`src/rtl/ledger_arbiter.sv`:
```
// ledger_arbiter: round-robin front end for a shared account ledger.
// Up to N_REQ terminals issue balance / withdraw / transfer requests; one
// winner at a time is carried through IDLE -> LOAD -> EXEC -> RESP, and the
// ledger is written only at the EXEC edge, so a result seen at done is already
// committed.
module ledger_arbiter #(
  parameter int N_REQ    = 4,
  parameter int N_ACC    = 10,
  parameter int IDX_W    = 4,
  parameter int BAL_W    = 16,
  parameter int AMT_W    = 11,
  parameter int INIT_BAL = 500
) (
  input  logic                     clk,
  input  logic                     rst_n,
  input  logic [N_REQ-1:0]         req,
  input  logic [2*N_REQ-1:0]       op,
  input  logic [IDX_W*N_REQ-1:0]   src_idx,
  input  logic [IDX_W*N_REQ-1:0]   dst_idx,
  input  logic [AMT_W*N_REQ-1:0]   amount,
  output logic [N_REQ-1:0]         gnt,
  output logic                     done,
  output logic                     error,
  output logic [BAL_W-1:0]         balance_out,
  output logic                     busy
);

  localparam int PTR_W = (N_REQ > 1) ? $clog2(N_REQ) : 1;
  localparam logic [IDX_W:0] NACC_L = (IDX_W+1)'(N_ACC);

  localparam logic [1:0] OP_BAL = 2'b00;
  localparam logic [1:0] OP_WDR = 2'b01;
  localparam logic [1:0] OP_XFR = 2'b10;

  typedef enum logic [1:0] {S_IDLE, S_LOAD, S_EXEC, S_RESP} state_t;

  state_t              state_q;
  logic [PTR_W-1:0]    ptr_q, win_q, win_d;
  logic [1:0]          op_q;
  logic [IDX_W-1:0]    src_q, dst_q;
  logic [AMT_W-1:0]    amt_q;
  logic [BAL_W-1:0]    sbal_q, dbal_q, res_q;
  logic                err_q;
  logic [BAL_W-1:0]    ledger_q [N_ACC];
  logic [N_REQ-1:0]    gnt_q;
  logic                done_q, error_q;
  logic [BAL_W-1:0]    bal_q;

  logic                src_ok_d, dst_ok_d, funds_ok_d, err_d;
  logic [BAL_W-1:0]    amt_ext_d, src_new_d, res_d;
  logic [BAL_W:0]      dst_sum_d;

  // First requester at or after ptr, wrapping around the terminal ring.
  function automatic logic [PTR_W-1:0] rr_pick(input logic [N_REQ-1:0] r,
                                               input logic [PTR_W-1:0] p);
    logic [PTR_W-1:0] w;
    logic             found;
    int               idx;
    w     = '0;
    found = 1'b0;
    for (int i = 0; i < N_REQ; i++) begin
      idx = (int'(p) + i) % N_REQ;
      if (!found && r[idx]) begin
        w     = PTR_W'(idx);
        found = 1'b1;
      end
    end
    return w;
  endfunction

  function automatic logic [PTR_W-1:0] ptr_after(input logic [PTR_W-1:0] w);
    return (int'(w) == N_REQ - 1) ? '0 : w + PTR_W'(1);
  endfunction

  // Winner selection for the IDLE sample.
  always_comb begin
    win_d = rr_pick(req, ptr_q);
  end

  // EXEC evaluation: validity, funds and overflow checks on the held operands.
  always_comb begin
    src_ok_d   = ({1'b0, src_q} < NACC_L);
    dst_ok_d   = ({1'b0, dst_q} < NACC_L);
    amt_ext_d  = BAL_W'(amt_q);
    funds_ok_d = (amt_ext_d <= sbal_q);
    dst_sum_d  = {1'b0, dbal_q} + {1'b0, amt_ext_d};
    src_new_d  = sbal_q - amt_ext_d;
    case (op_q)
      OP_BAL:  err_d = !src_ok_d;
      OP_WDR:  err_d = !src_ok_d || !funds_ok_d;
      OP_XFR:  err_d = !src_ok_d || !dst_ok_d || (src_q == dst_q) ||
                       !funds_ok_d || dst_sum_d[BAL_W];
      default: err_d = 1'b1;
    endcase
    if (!src_ok_d)
      res_d = '0;
    else if (!err_d && (op_q == OP_WDR || op_q == OP_XFR))
      res_d = src_new_d;
    else
      res_d = sbal_q;
  end

  // Sequencer FSM with ledger storage and registered result outputs.
  always_ff @(posedge clk or negedge rst_n) begin
    if (!rst_n) begin
      state_q <= S_IDLE;
      ptr_q   <= '0;
      win_q   <= '0;
      op_q    <= '0;
      src_q   <= '0;
      dst_q   <= '0;
      amt_q   <= '0;
      sbal_q  <= '0;
      dbal_q  <= '0;
      res_q   <= '0;
      err_q   <= 1'b0;
      gnt_q   <= '0;
      done_q  <= 1'b0;
      error_q <= 1'b0;
      bal_q   <= '0;
      for (int a = 0; a < N_ACC; a++) ledger_q[a] <= BAL_W'(INIT_BAL);
    end else begin
      gnt_q   <= '0;
      done_q  <= 1'b0;
      error_q <= 1'b0;
      case (state_q)
        S_IDLE: begin
          if (|req) begin
            win_q   <= win_d;
            op_q    <= op[int'(win_d)*2 +: 2];
            src_q   <= src_idx[int'(win_d)*IDX_W +: IDX_W];
            dst_q   <= dst_idx[int'(win_d)*IDX_W +: IDX_W];
            amt_q   <= amount[int'(win_d)*AMT_W +: AMT_W];
            ptr_q   <= ptr_after(win_d);
            state_q <= S_LOAD;
          end
        end
        S_LOAD: begin
          sbal_q  <= src_ok_d ? ledger_q[src_q] : '0;
          dbal_q  <= dst_ok_d ? ledger_q[dst_q] : '0;
          state_q <= S_EXEC;
        end
        S_EXEC: begin
          if (!err_d && op_q == OP_WDR) begin
            ledger_q[src_q] <= src_new_d;
          end else if (!err_d && op_q == OP_XFR) begin
            ledger_q[src_q] <= src_new_d;
            ledger_q[dst_q] <= dst_sum_d[BAL_W-1:0];
          end
          err_q   <= err_d;
          res_q   <= res_d;
          state_q <= S_RESP;
        end
        default: begin
          gnt_q   <= N_REQ'(1) << win_q;
          done_q  <= 1'b1;
          error_q <= err_q;
          bal_q   <= res_q;
          state_q <= S_IDLE;
        end
      endcase
    end
  end

  assign gnt         = gnt_q;
  assign done        = done_q;
  assign error       = error_q;
  assign balance_out = bal_q;
  assign busy        = (state_q != S_IDLE);

endmodule

```
`config.mk`:
```
export PLATFORM = sky130hd
export DESIGN_NAME = ledger_arbiter
export DESIGN_NICKNAME = d
export VERILOG_FILES = /design/src/rtl/ledger_arbiter.sv
export SDC_FILE = /design/constraint.sdc
export NUM_CORES = 1
export LEC_CHECK = 0
export CORE_MARGIN = 2
export CORE_UTILIZATION = 55
export CTS_CLUSTER_SIZE = 12
export DETAILED_ROUTE_END_ITERATION = 10
export HOLD_SLACK_MARGIN = 0.08
export PLACE_DENSITY = 0.77
export SLEW_MARGIN = 20
export SYNTH_ARGS = -nofsm -noshare
export SYNTH_HDL_FRONTEND = slang
export SYNTH_SLANG_ARGS = --single-unit
```
`constraint.sdc`:
```
create_clock -name clk -period 9.75 [get_ports clk]
set_clock_uncertainty 0.1 [all_clocks]
set_input_delay 1.95 -clock clk [delete_from_list [all_inputs] [get_ports clk]]
set_output_delay 1.95 -clock clk [all_outputs]
set_load 0.1 [all_outputs]
```
==> results by stage <==
Power and ir drop:
- The internal power of the cells totals 3730 uW.
- The areal power density over the cells is 398 nW/um^2.
- Total power for the finished layout comes to 7170 uW.
- The net switching power is 3440 uW.
- Net switching is 48.0% of the power.
- IR analysis of the VDD net gives a maximum drop of 0.000211 V.
- Combinational cells account for 56.8% of the total power.
- The power share of the clock group is 15.7%.
- The analysis attributes to cell leakage a power of 0.00742 uW.
- Sequential cells burn 27.5% of the power.

Synth:
- The number of nets handed over by synthesis was 1572.
- The post-synthesis sequential element count is 258.
- A synthesized cell averages 10.8 um^2.
- Among all cell types in the netlist, the one instantiated most often is dfrtp_1.
- Yosys attributes the largest share of cell area to dfrtp_1, dfstp_2, mux4_2.
- Synthesis produced 1450 cells.
- Of the post-synthesis cell area, the dominant cell type holds 31.6%.
- The post-synthesis cell type count is 88.
- The top flip-flop cell by instance count after synthesis is dfrtp_1.
- The sequential cell area fraction in the yosys report is 41.6%.
- Sorting the synthesized cells by how often they occur yields dfrtp_1, nor2_1, a221o_1.
- The summed instance area of the synthesized netlist is 15700 um^2.
- The cell accounting for the most synthesized area is dfrtp_1.
- The number of warnings issued by yosys is 0.
- The number of enable flip-flop cells after synthesis is 0.
- The share of flip-flops with an asynchronous set or reset is 100%.

Clocking:
- CTS placed an instance of clkbuf_16 at the clock tree root.
- The count of instances resized after the clock tree is built is 0.
- The total setup buffers inserted after CTS is 0.
- TritonCTS built the clock tree.
- The number of hold buffers added after CTS was 0.
- In this run the deepest clock path goes through 3 buffers.
- After clock tree synthesis, the clock-pin slew on the worst setup and hold paths is 0.06 ns.
- The clock sink total is 258.
- The H-tree depth reported by CTS is 1.
- The clock latency reported for the late side of the worst-skew pair is 0.56 ns.
- The number of CTS-inserted buffers is 28.

Cells and area:
- The fraction of layout cells with a size suffix above 1 is 20.3%.
- The filler cell count in the final layout is 2176.
- The growth of design area from synthesis to finish is 14.8%.
- The final design utilization is 64.5%.
- The final antenna diode count is 0.
- After routing the design area is 18000 um^2.
- The final layout contains 1626 nets.

Min path:
- The class of the worst hold path is reg2reg.
- The start point of the worst hold path is win_q[0]$_DFFE_PN0P_.

STA:
- Setup repair after global routing left no endpoint under its margin.
- The actual transition at the worst max-transition pin is 1.20 ns.
- Setup violations remaining at the end of the flow were counted as 0.
- The final critical delay including setup and external delays is 4.59 ns.
- In the final timing run, aggregate negative setup slack is 0 ns.
- The worst hold slack is 0.402 ns.
- In the finished design, the share of the clock period the worst path needs comes to 47.0%.
- The relative max-transition margin is 19.5%.
- The max-slew violation count is 0.
- The fmax is 218 MHz.
- The count of final hold-check violations is 0.

Setup path:
- STA puts the critical path data arrival time at 2.54 ns.
- The launching element of the worst setup path is state_q[0]$_DFFE_PN0P_.
- The cell that appears most often on the critical path is inv_1.
- On the worst path, the slowest cell contributes a delay of 1.17 ns.
- The type of the worst setup path is reg2out.
- Along the worst path, the maximum fanout reaches 4.
- The critical path's slowest cell is clkdlybuf4s50_1.
- Data on the critical path is required at its endpoint by 7.70 ns.
- The critical path goes through inv_1, ha_1, inv_1, clkdlybuf4s50_1.
- STA classifies the critical path endpoint as a primary output.
- The startpoint of the lowest-slack register-to-register path is amt_q[0]$_DFFE_PN0P_.
- The worst setup path is launched from a flip-flop.

Placement:
- Routability-driven placement finished with a final weighted congestion of 0.913.
- The placed wire-length estimate is 32.8 mm.
- In this run the tool buffered the top-level ports with 112 buffer cells.
- Once placement finished, the instance area stood at 17000 um^2.

Global routing:
- The total global-route track usage is 32.6%.
- The via count of the first global-routing pass came to 13600.
- The initial antenna violation count came to 0.
- The total grt overflow is 0.
- The global-route wire length before repair is 77.3 mm.
- The maximum number of pins on one net before global-route repair is 134.

Floorplanning:
- 113 I/O pins were placed.
- The floorplan step defined a die boundary enclosing 29900 um^2.
- Measured along the y axis, the die boundary spans 173 um.
- Once the floorplan was initialized, standard cells occupied 56.2% of the core.
- The die outline width is 173 um.
- The core region is 27900 um^2.
- The floorplan has 61 rows.

Routing:
- After the first detailed-routing iteration, the DRC count stood at 1724.
- The first TritonRoute pass finished after 7 iterations.
- Summed over all layers, the routed wires come to 48.8 mm.
- Dividing the detail-routed via count by the number of cells gives 7.06.
- The average detailed-routed wire length per instance is 25.6 um.
- The total vias in the final route is 13400.
- Once detail routing completed, the nets flagged for antenna violations numbered 0.
- The post-detailed-route DRC marker count is 0.

Run:
- The max-capacitance violation count is 0.

Run status:
- The run finished with clean final reports.
critical path: cells and delay by family (launching register included):
family / cells / cell delay (ns)
adder cells (fa/ha/maj): 1 / 0.23
flip-flops: 1 / 0.39
buffers and inverters: 3 / 1.36
final timing paths:
path | to | slack (ns) | cells past startpoint
worst max-delay path | busy | 5.16 | 4
worst min-delay path | gnt[2]$_DFF_PN0_ | 0.40 | 1
worst max register to register | ledger_q[47]$_DFFE_PN0P_ | 5.51 | 10
worst min register to register | gnt[2]$_DFF_PN0_ | 0.40 | 1
max in group asynchronous | ledger_q[74]$_DFFE_PN0P_ | 6.63 | 3
min in group asynchronous | res_q[0]$_DFFE_PN0P_ | 1.18 | 1
power groups by stage:
stage / Sequential (uW) / Combinational, uW / Clock, uW
2_1_floorplan: 2030 / 2740 / 0
3_3_place_gp: 1940 / 3810 / 0
3_5_place_dp: 1960 / 3910 / 0
4_1_cts: 1950 / 3930 / 1120
5_1_grt: 2020 / 4310 / 1170
6_report: 1970 / 4070 / 1120
sequential cells by signal (all words and copies together) (netlist names), 2 cells and up, named ones only:
signal / flops
src_q: 4
ledger_q: 160
gnt: 4
dst_q: 4
sbal_q: 16
win_q: 2
op_q: 2
state_q: 2
dbal_q: 16
amt_q: 11
res_q: 16
balance_out: 16
layout make-up:
| type | count | area (um^2) | share of cell area [%] |
|---|---|---|---|
| clock inverters | 6 | 105 | 0.583 |
| repair buffers | 143 | 1380 | 7.65 |
| flip-flops and latches | 258 | 6540 | 36.3 |
| multi-input cells | 1006 | 8410 | 46.7 |
| well taps | 378 | 473 | 2.63 |
| clock buffers | 46 | 862 | 4.79 |
| inverters | 67 | 251 | 1.40 |
logic make-up (layout without fill, tap and decap cells):
logic type	count (synthesis)	after routing	share of synthesized area (%)
AOI/OAI and AO/OA	397	397	20.8
xor gates and xnor gates	37	37	2.06
adders and majority gates	33	33	2.71
buffers and inverters	186	262	5.37
DFF	258	258	41.6
muxes	149	149	14.9
and+or+nand+nor	390	390	12.5
placed cells by master, fill, tap and decap left out, types with 7 or more instances in the layout:
| cell type | netlist | layout |
|---|---|---|
| a31oi_1 | 18 | 18 |
| nand2_1 | 64 | 64 |
| o2bb2ai_1 | 8 | 8 |
| mux2_2 | 39 | 39 |
| ha_1 | 30 | 29 |
| a22o_1 | 16 | 16 |
| mux4_2 | 64 | 64 |
| mux2i_1 | 46 | 46 |
| nor3_1 | 27 | 25 |
| a221o_1 | 120 | 120 |
| clkbuf_1 | 60 | 12 |
| a22oi_1 | 11 | 11 |
| nor2_1 | 162 | 161 |
| nand2b_1 | 14 | 14 |
| clkdlybuf4s50_1 | 0 | 111 |
| o21ai_0 | 42 | 42 |
| xor2_1 | 17 | 15 |
| a221oi_1 | 30 | 30 |
| buf_4 | 9 | 30 |
| and3_1 | 11 | 11 |
| o21a_1 | 7 | 7 |
| clkbuf_16 | 0 | 31 |
| nand3_1 | 12 | 12 |
| o21ai_1 | 12 | 11 |
| dfstp_2 | 60 | 60 |
| or3_1 | 7 | 7 |
| nor2_2 | 8 | 9 |
| nor4_1 | 9 | 9 |
| a222oi_1 | 16 | 16 |
| o22ai_1 | 33 | 32 |
| a21oi_1 | 31 | 31 |
| nor2b_1 | 18 | 17 |
| xnor2_1 | 20 | 16 |
| dfrtp_1 | 198 | 194 |
| inv_1 | 67 | 67 |
| and2_1 | 12 | 12 |
metrics by stage:
| step | worst slack, ns | std cells |
|---|---|---|
| floorplan | 5.83 | 1450 |
| detailed placement | 4.79 | 1851 |
| global placement | 4.91 | 1851 |
| finish | 5.16 | 1904 |
| global route | 5.07 | 1904 |
| CTS | 5.15 | 1903 |
layer usage:
layer	part of all wire (%)	up-vias	GRT usage, %
li1	-	5673	-
met1	38	6676	42.8
met2	46	900	51.3
met3	12	190	8.20
met4	5.0	0	14.9
met5	0	-	0
Power figures use the tool's default switching activity.
